`src/rtl/dma_priority_arbiter.sv`:
```
// DMA priority arbiter: request conditioning, IDLE/REQ/SERVE hold handshake and channel grant.
// Define DMA_ROTATE_PRIORITY_EN to enable rotating priority (commandReg[4]); otherwise fixed ch0-highest.
module dma_priority_arbiter (
  input  logic            CLK,
  input  logic            RESET_N,
  input  logic [3:0]      DREQ,
  input  logic            HLDA,
  input  logic            EOP_N,
  input  logic [3:0]      TC,
  input  logic            cycleDone,
  input  logic [7:0]      commandReg,
  input  logic [3:0][7:0] modeReg,
  input  logic [3:0]      maskReg,
  input  logic [3:0]      requestReg,
  output logic            HRQ,
  output logic [3:0]      VALID_DREQ,
  output logic [3:0]      DACK,
  output logic [1:0]      activeCh,
  output logic [3:0]      reqStatus
);

  typedef enum logic [2:0] {
    IDLE  = 3'b001,
    REQ   = 3'b010,
    SERVE = 3'b100
  } state_t;

  state_t     state;
  logic [3:0] dreq_r;
  logic [3:0] sw_req_r;
  logic [3:0] req;
  logic [1:0] top;
  logic [1:0] winner;
  logic [1:0] mode;
  logic       serve_done;
  logic [3:0] valid_next;
  logic       unused_cfg;

`ifdef DMA_ROTATE_PRIORITY_EN
  logic [1:0] rot_ptr;
  assign top        = commandReg[4] ? rot_ptr : 2'd0;
  assign unused_cfg = ^{commandReg[5], commandReg[3], commandReg[1:0],
                        modeReg[0][5:0], modeReg[1][5:0], modeReg[2][5:0], modeReg[3][5:0]};
`else
  assign top        = 2'd0;
  assign unused_cfg = ^{commandReg[5], commandReg[4], commandReg[3], commandReg[1:0],
                        modeReg[0][5:0], modeReg[1][5:0], modeReg[2][5:0], modeReg[3][5:0]};
`endif

  // Software requests are sampled alongside DREQ so both paths share the same latency.
  assign req  = ((dreq_r ^ {4{commandReg[6]}}) & ~maskReg) | sw_req_r;
  assign mode = modeReg[activeCh][7:6];

  always_comb begin
    logic [1:0] idx;
    winner = top;
    idx    = top;
    for (int k = 3; k >= 0; k--) begin
      idx = top + 2'(k);
      if (req[idx]) winner = idx;
    end
  end

  always_comb begin
    serve_done = 1'b0;
    if (!EOP_N || !HLDA) begin
      serve_done = 1'b1;
    end else begin
      case (mode)
        2'b11:   serve_done = !req[activeCh];
        2'b01:   serve_done = cycleDone;
        2'b10:   serve_done = cycleDone && TC[activeCh];
        default: serve_done = cycleDone && (TC[activeCh] || !req[activeCh]);
      endcase
    end
  end

  always_comb begin
    valid_next = 4'b0000;
    case (state)
      REQ:     if (HLDA) valid_next = 4'b0001 << activeCh;
      SERVE:   if (!serve_done) valid_next = 4'b0001 << activeCh;
      default: valid_next = 4'b0000;
    endcase
  end

  always_ff @(posedge CLK or negedge RESET_N) begin
    if (!RESET_N) begin
      state      <= IDLE;
      HRQ        <= 1'b0;
      VALID_DREQ <= 4'b0000;
      DACK       <= 4'b1111;
      activeCh   <= 2'd0;
      reqStatus  <= 4'b0000;
      dreq_r     <= 4'b0000;
      sw_req_r   <= 4'b0000;
`ifdef DMA_ROTATE_PRIORITY_EN
      rot_ptr    <= 2'd0;
`endif
    end else begin
      dreq_r     <= DREQ;
      sw_req_r   <= requestReg;
      reqStatus  <= req;
      VALID_DREQ <= valid_next;
      DACK       <= valid_next ^ {4{~commandReg[7]}};
      case (state)
        IDLE: begin
          if (|req && !commandReg[2]) begin
            activeCh <= winner;
            HRQ      <= 1'b1;
            state    <= REQ;
          end
        end
        REQ: begin
          // The lock holds until HLDA or a drop of the locked request; no preemption.
          if (HLDA) begin
            state <= SERVE;
          end else if (!req[activeCh]) begin
            HRQ   <= 1'b0;
            state <= IDLE;
          end
        end
        SERVE: begin
          if (serve_done) begin
            HRQ   <= 1'b0;
            state <= IDLE;
`ifdef DMA_ROTATE_PRIORITY_EN
            if (commandReg[4]) rot_ptr <= activeCh + 2'd1;
`endif
          end
        end
        default: begin
          HRQ   <= 1'b0;
          state <= IDLE;
        end
      endcase
    end
  end

endmodule

```
`config.mk`:
```
export PLATFORM = sky130hd
export DESIGN_NAME = dma_priority_arbiter
export DESIGN_NICKNAME = d
export VERILOG_FILES = /design/src/rtl/dma_priority_arbiter.sv
export SDC_FILE = /design/constraint.sdc
export NUM_CORES = 1
export LEC_CHECK = 0
export CAP_MARGIN = 25
export CORE_AREA = 3 3 67 69
export CTS_CLUSTER_SIZE = 30
export DETAILED_ROUTE_END_ITERATION = 10
export DIE_AREA = 0 0 70 72
export GPL_TIMING_DRIVEN = 0
export PLACE_DENSITY = 0.77
export SLEW_MARGIN = 5
export SYNTH_ARGS = -nofsm -noshare
export SYNTH_HDL_FRONTEND = slang
export SYNTH_SLANG_ARGS = --single-unit
```
`constraint.sdc`:
```
create_clock -name CLK -period 3.4 [get_ports CLK]
set_input_delay 0.85 -clock CLK [delete_from_list [all_inputs] [get_ports CLK]]
set_output_delay 0.85 -clock CLK [all_outputs]
set_load 0.01 [all_outputs]
```
Word-level counts from Yosys, hierarchy flattened. Index checks and enable logic that the tools add are counted.

Word-level logic and storage cells: 65. Bits of input ports: 61. Register bits after elaboration: 26. Output and inout port bits: 15.

Reductions and logical operators: 13. Magnitude comparators: 1. Bitwise logic cells: 6. Shift-type cells: 1. Equal/unequal tests: 11. Multiplexer cells: 25.

Operators with widths (count): $bmux 8 s2 (1); $mux 3 (4); $pmux 3 s3 (1); $mux 2 (4); $mux 4 (2); $mux 8 (1); $ne 2x2->1 const B (4); $pmux 4 s2 (1); $xor 4x4->4 (2); $mux 1 (7); $pmux 1 s3 (2); $and 4x4->4 (1); $bmux 1 s2 (2); $eq 2x2->1 const B (2); $logic_not 1->1 (4); $not 4->4 (1); $or 4x4->4 (1); $reduce_and 4->1 (1); $reduce_or 4->1 (1); $shl 1x2->4 const A (1); $eq 3x1->1 const B (1); $eq 3x2->1 const B (1); $eq 3x3->1 const B (1); $logic_and 1x1->1 (3); other kinds (7) (8).

Depth between registers and ports, before layout.
Word-level depth: 13. Depth in mapped cells: 6. Mapped depth without buffers: 5.

Least setup slack after synthesis. OpenSTA, ideal clock, no wires.

Path kind: input to register. From: in modeReg[30] in the netlist's numbering. To: reg DACK[0]. Library setup time: 0.075 ns. Stages: 5. Buffers on the path: 0. Arrival time: 2.419 ns. Slack: 0.905 ns. Cells stage by stage: mux4_2 -> mux4_2 -> a22o_4 -> a2111oi_2 -> xnor2_1.

Word-level cells in the longest chain between the ends: 8. Elaborated cells between the ends (all ways): 10.

Ends and longest elaborated chain: start: declaration (line 12) `input logic [3:0][7:0] modeReg,`; $bmux 8 s2 (*) (line 52) `assign mode = modeReg[activeCh][7:6];`; $mux 8 (not written as such) (*) (line 52); $eq 2x2->1 or $eq 2x1->1 (tied branches) (line 69) `case (mode)`; $pmux 1 s3 (*) (line 69); $mux 1 (*) (line 66) `if (!EOP_N || !HLDA) begin`; $mux 4 (*) (line 82) `SERVE: if (!serve_done) valid_next = 4'b0001 << activeCh;`; $pmux 4 s2 (*) (line 80) `case (state)`; via valid_next[0] (line 36) `logic [3:0] valid_next;`; $xor 4x4->4 (*) (line 105) `DACK <= valid_next ^ {4{~commandReg[7]}};`; end signal: assignment (line 105); end: declaration (line 17) `output logic [3:0] DACK,`.

Mark *: on every way through the listed nets, which the timed path passes. The rest lies on a longest branch. The select of a mux whose other input is x is not followed. A chain may end at the register's enable or synchronous reset.

Final worst setup path.
From: in modeReg[22] in the netlist's numbering. To: reg DACK[0].

Same word-level chain as after synthesis.

==> qor.csv <==
stage,metric,value,unit
logic_synthesis,ys.flop_type,dfrtp_1,
final_layout,final_cell_area,1760,sq um
placed_design,io_buffers,44,
clocking,cts_sinks,26,
logic_synthesis,async_flop_share,100,%
timing,timing.setup.tns,0,ns
placed_design,dpl_worst_slack,0.337,ns
route,drtIter0Drc,22,
final_layout,filler_cell_count,358,
logic_synthesis,synth_top_area_cell,dfrtp_1,
logic_synthesis,synthTopCellsByCount,"dfrtp_1, inv_1, xnor2_1",
placed_design,dpl.hpwl,2.10,mm
clocking,htreeDepth,1,
min_path,hold_path_depth,2,
placed_design,placed_cell_area,1700,sq um
floorplanning,die_x,70,um
logic_synthesis,yosys.area.top_type_share,44.0,%
logic_synthesis,synth-edff-count,0,
clocking,cts_setup_buffers,0,
logic_synthesis,syn_area,1190,sq um
timing,worst_slew_pin_slew,0.505,ns
grt,overflow,0,
critical_path,reg2regPathDepth,6,
critical_path,max_stage_delay,0.49,ns
route,wire_per_inst,13.4,um
logic_synthesis,synth.ff_latch_count,26,
critical_path,worstPathCellList,clkdlybuf4s50_1 -> mux4_2 -> mux4_2 -> a22o_4 -> a2111oi_2 -> xnor2_1,
logic_synthesis,ys_seq_area_share,55.0,%
grt,grt_pass1_wl,4.10,mm
floorplanning,num_rows,23,
clocking,hold_buffers,0,
critical_path,crit_path_end_kind,register,
power_and_ir_drop,vdd_drop_max,0.264,mV
final_layout,antenna_cells,0,
logic_synthesis,synthCells,88,
clocking,post_cts_resized,0,
logic_synthesis,ys_types,30,
power_and_ir_drop,power,0.000999,W
clocking,clk-insertion-delay-late,0.26,ns
timing,fin_skew,0.00306,ns
logic_synthesis,yosysWarnings,0,
timing,rsz0062_at_grt,false,
power_and_ir_drop,leakagePower,0.700,nW
power_and_ir_drop,pwr-share-clk,19.0,%
clocking,tritoncts,done,
logic_synthesis,synth_nets,149,
clocking,cts_root_buf,clkbuf_8,
critical_path,timing.critical_path.mode_cell,mux4_2,
run,cap_violations,0,
timing,max-slew-margin-rel,66.2,%
final_layout,drive_gt1_share,22.6,%
clocking,clkTransAtPathRegs,0.08,ns
critical_path,cpMaxStageDelayCell,mux4_2,
final_layout,syn_to_final_growth,47.7,%
floorplanning,core,3970,sq um
route,vias,869,
route,drt_wl_total,2.50,mm
critical_path,crit_arrival,2.95,ns
timing,finalMaxSlewViolations,0,
grt,grt_max_degree,27,
run_status,status,finished clean,
power_and_ir_drop,powerDensity,567,nW/um^2
critical_path,critical_path_class,in2reg,
critical_path,cp_max_fo,4,
timing,final.setup.worst_slack,0.646,ns
timing,period_needed,2.75,ns
grt,grt_use_total,10.3,%
timing,hold_violations,0,
logic_synthesis,syn_area_per_cell,13.6,sq um
power_and_ir_drop,internal_power,0.000684,W
final_layout,regArea,657,sq um
timing,fmax,0.363,GHz
floorplanning,die_h,72,um
power_and_ir_drop,combPwrFrac,40.6,%
placed_design,gp_congestion,0.794,
final_layout,final_nets,199,
floorplanning,dieArea,5040,sq um
logic_synthesis,synth.area.top_cells,"dfrtp_1, dfstp_2, mux4_2",
route,firstDrtPassIters,2,
clocking,cts.path.max_buffers,2,
clocking,cts_buffers,3,
grt,antenna_found_initial,0,
timing,fin_crit_sh,81.0,%
critical_path,critPathLaunchType,input pin,
final_layout,multi_input_area,487,sq um
grt,grt_pass1_vias,898,
route,vias_per_cell,4.65,
power_and_ir_drop,p_sw,0.000316,W
logic_synthesis,synth.most_common_cell,dfrtp_1,
timing,setup_viol_count_final,0,
min_path,hold_class,reg2reg,
route,antenna_left,0,
critical_path,cp.required,3.59,ns
floorplanning,ioPinCount,76,
floorplanning,initial_core_util,30.1,%
power_and_ir_drop,seqPwrFrac,40.4,%
route,drc,0,
power_and_ir_drop,switching_share,31.6,%
## final cells by class
type,instances,area share [%]
Buffer,3,1.14
Clock buffer,4,3.12
Inverter,8,1.70
Multi-Input combinational cell,51,27.6
Sequential cell,26,37.3
Tap cell,50,3.55
Timing Repair Buffer,45,25.6
## placed cells by master, fill, tap and decap left out, types with 2 or more instances in the layout
cell	netlist	layout
a2111oi_2	4	4
a21oi_1	4	4
dfrtp_1	21	21
dfstp_2	5	5
buf_6	1	2
clkdlybuf4s50_1	0	44
mux2i_1	2	2
mux2_2	2	2
mux4_2	4	4
nand2_1	3	3
clkbuf_8	0	4
nor2_1	5	5
inv_1	8	8
xnor2_1	8	8
o21ba_2	4	4
## logic make-up (layout without fill, tap and decap cells)
| family | after synthesis | count (layout) | share of synthesized area, % |
|---|---|---|---|
| flops | 26 | 26 | 55.0 |
| xor+xnor | 8 | 8 | 5.87 |
| compound gates | 20 | 20 | 16.5 |
| buf+inv | 11 | 60 | 4.19 |
| simple gates | 14 | 14 | 6.08 |
| mux | 9 | 9 | 12.4 |
## worst paths after layout
kind                       slack, ns     endpoint   startpoint
setup / recovery                0.65      DACK[0]  modeReg[22]
hold / removal                  0.56          HRQ          HRQ
setup reg to reg                1.05      DACK[0]  activeCh[0]
hold reg to reg                 0.56          HRQ          HRQ
max in group asynchronous       1.90     state[0]      RESET_N
min in group asynchronous       0.92  sw_req_r[3]      RESET_N
## sequential cells by signal, summed over array words and instances, names as in the netlist
register    count
state           3
dreq_r          4
reqStatus       4
VALID_DREQ      4
sw_req_r        4
DACK            4
activeCh        2
HRQ             1
## critical path, delay by kind of cell
| kind | cells | cell delay [ns] |
|---|---|---|
| mux | 2 | 0.82 |
| compound gates | 2 | 0.69 |
| xor+xnor | 1 | 0.17 |
| buf+inv | 1 | 0.41 |
## power by group through the flow
stage / clock network (W) / logic (W) / registers, W
3_3_place_gp: 0 / 0.000396 / 0.000403
4_1_cts: 0.000193 / 0.000410 / 0.000404
6_report: 0.000190 / 0.000405 / 0.000404
3_5_place_dp: 0 / 0.000408 / 0.000410
5_1_grt: 0.000208 / 0.000436 / 0.000411
2_1_floorplan: 0 / 0.000260 / 0.000413
## stage by stage
| stage | hold WS, ns | std cells | utilization, % |
|---|---|---|---|
| finish | 0.558 | 187 | 44.4 |
| global route | 0.582 | 187 | 44.4 |
| CTS | 0.561 | 186 | 44.1 |
| detailed placement | 0.549 | 182 | 42.7 |
| global placement | 0.531 | 182 | 42.7 |
| floorplan | 0.519 | 88 | - |
## per-layer routing
layer,vias up,share of wire [%],global-route usage [%]
met5,-,0,0
met4,0,1.5,4.47
met3,4,4.4,0.554
met2,31,57,20.3
met1,420,37,11.4
li1,414,-,-
(Power assumes the default switching activity.)
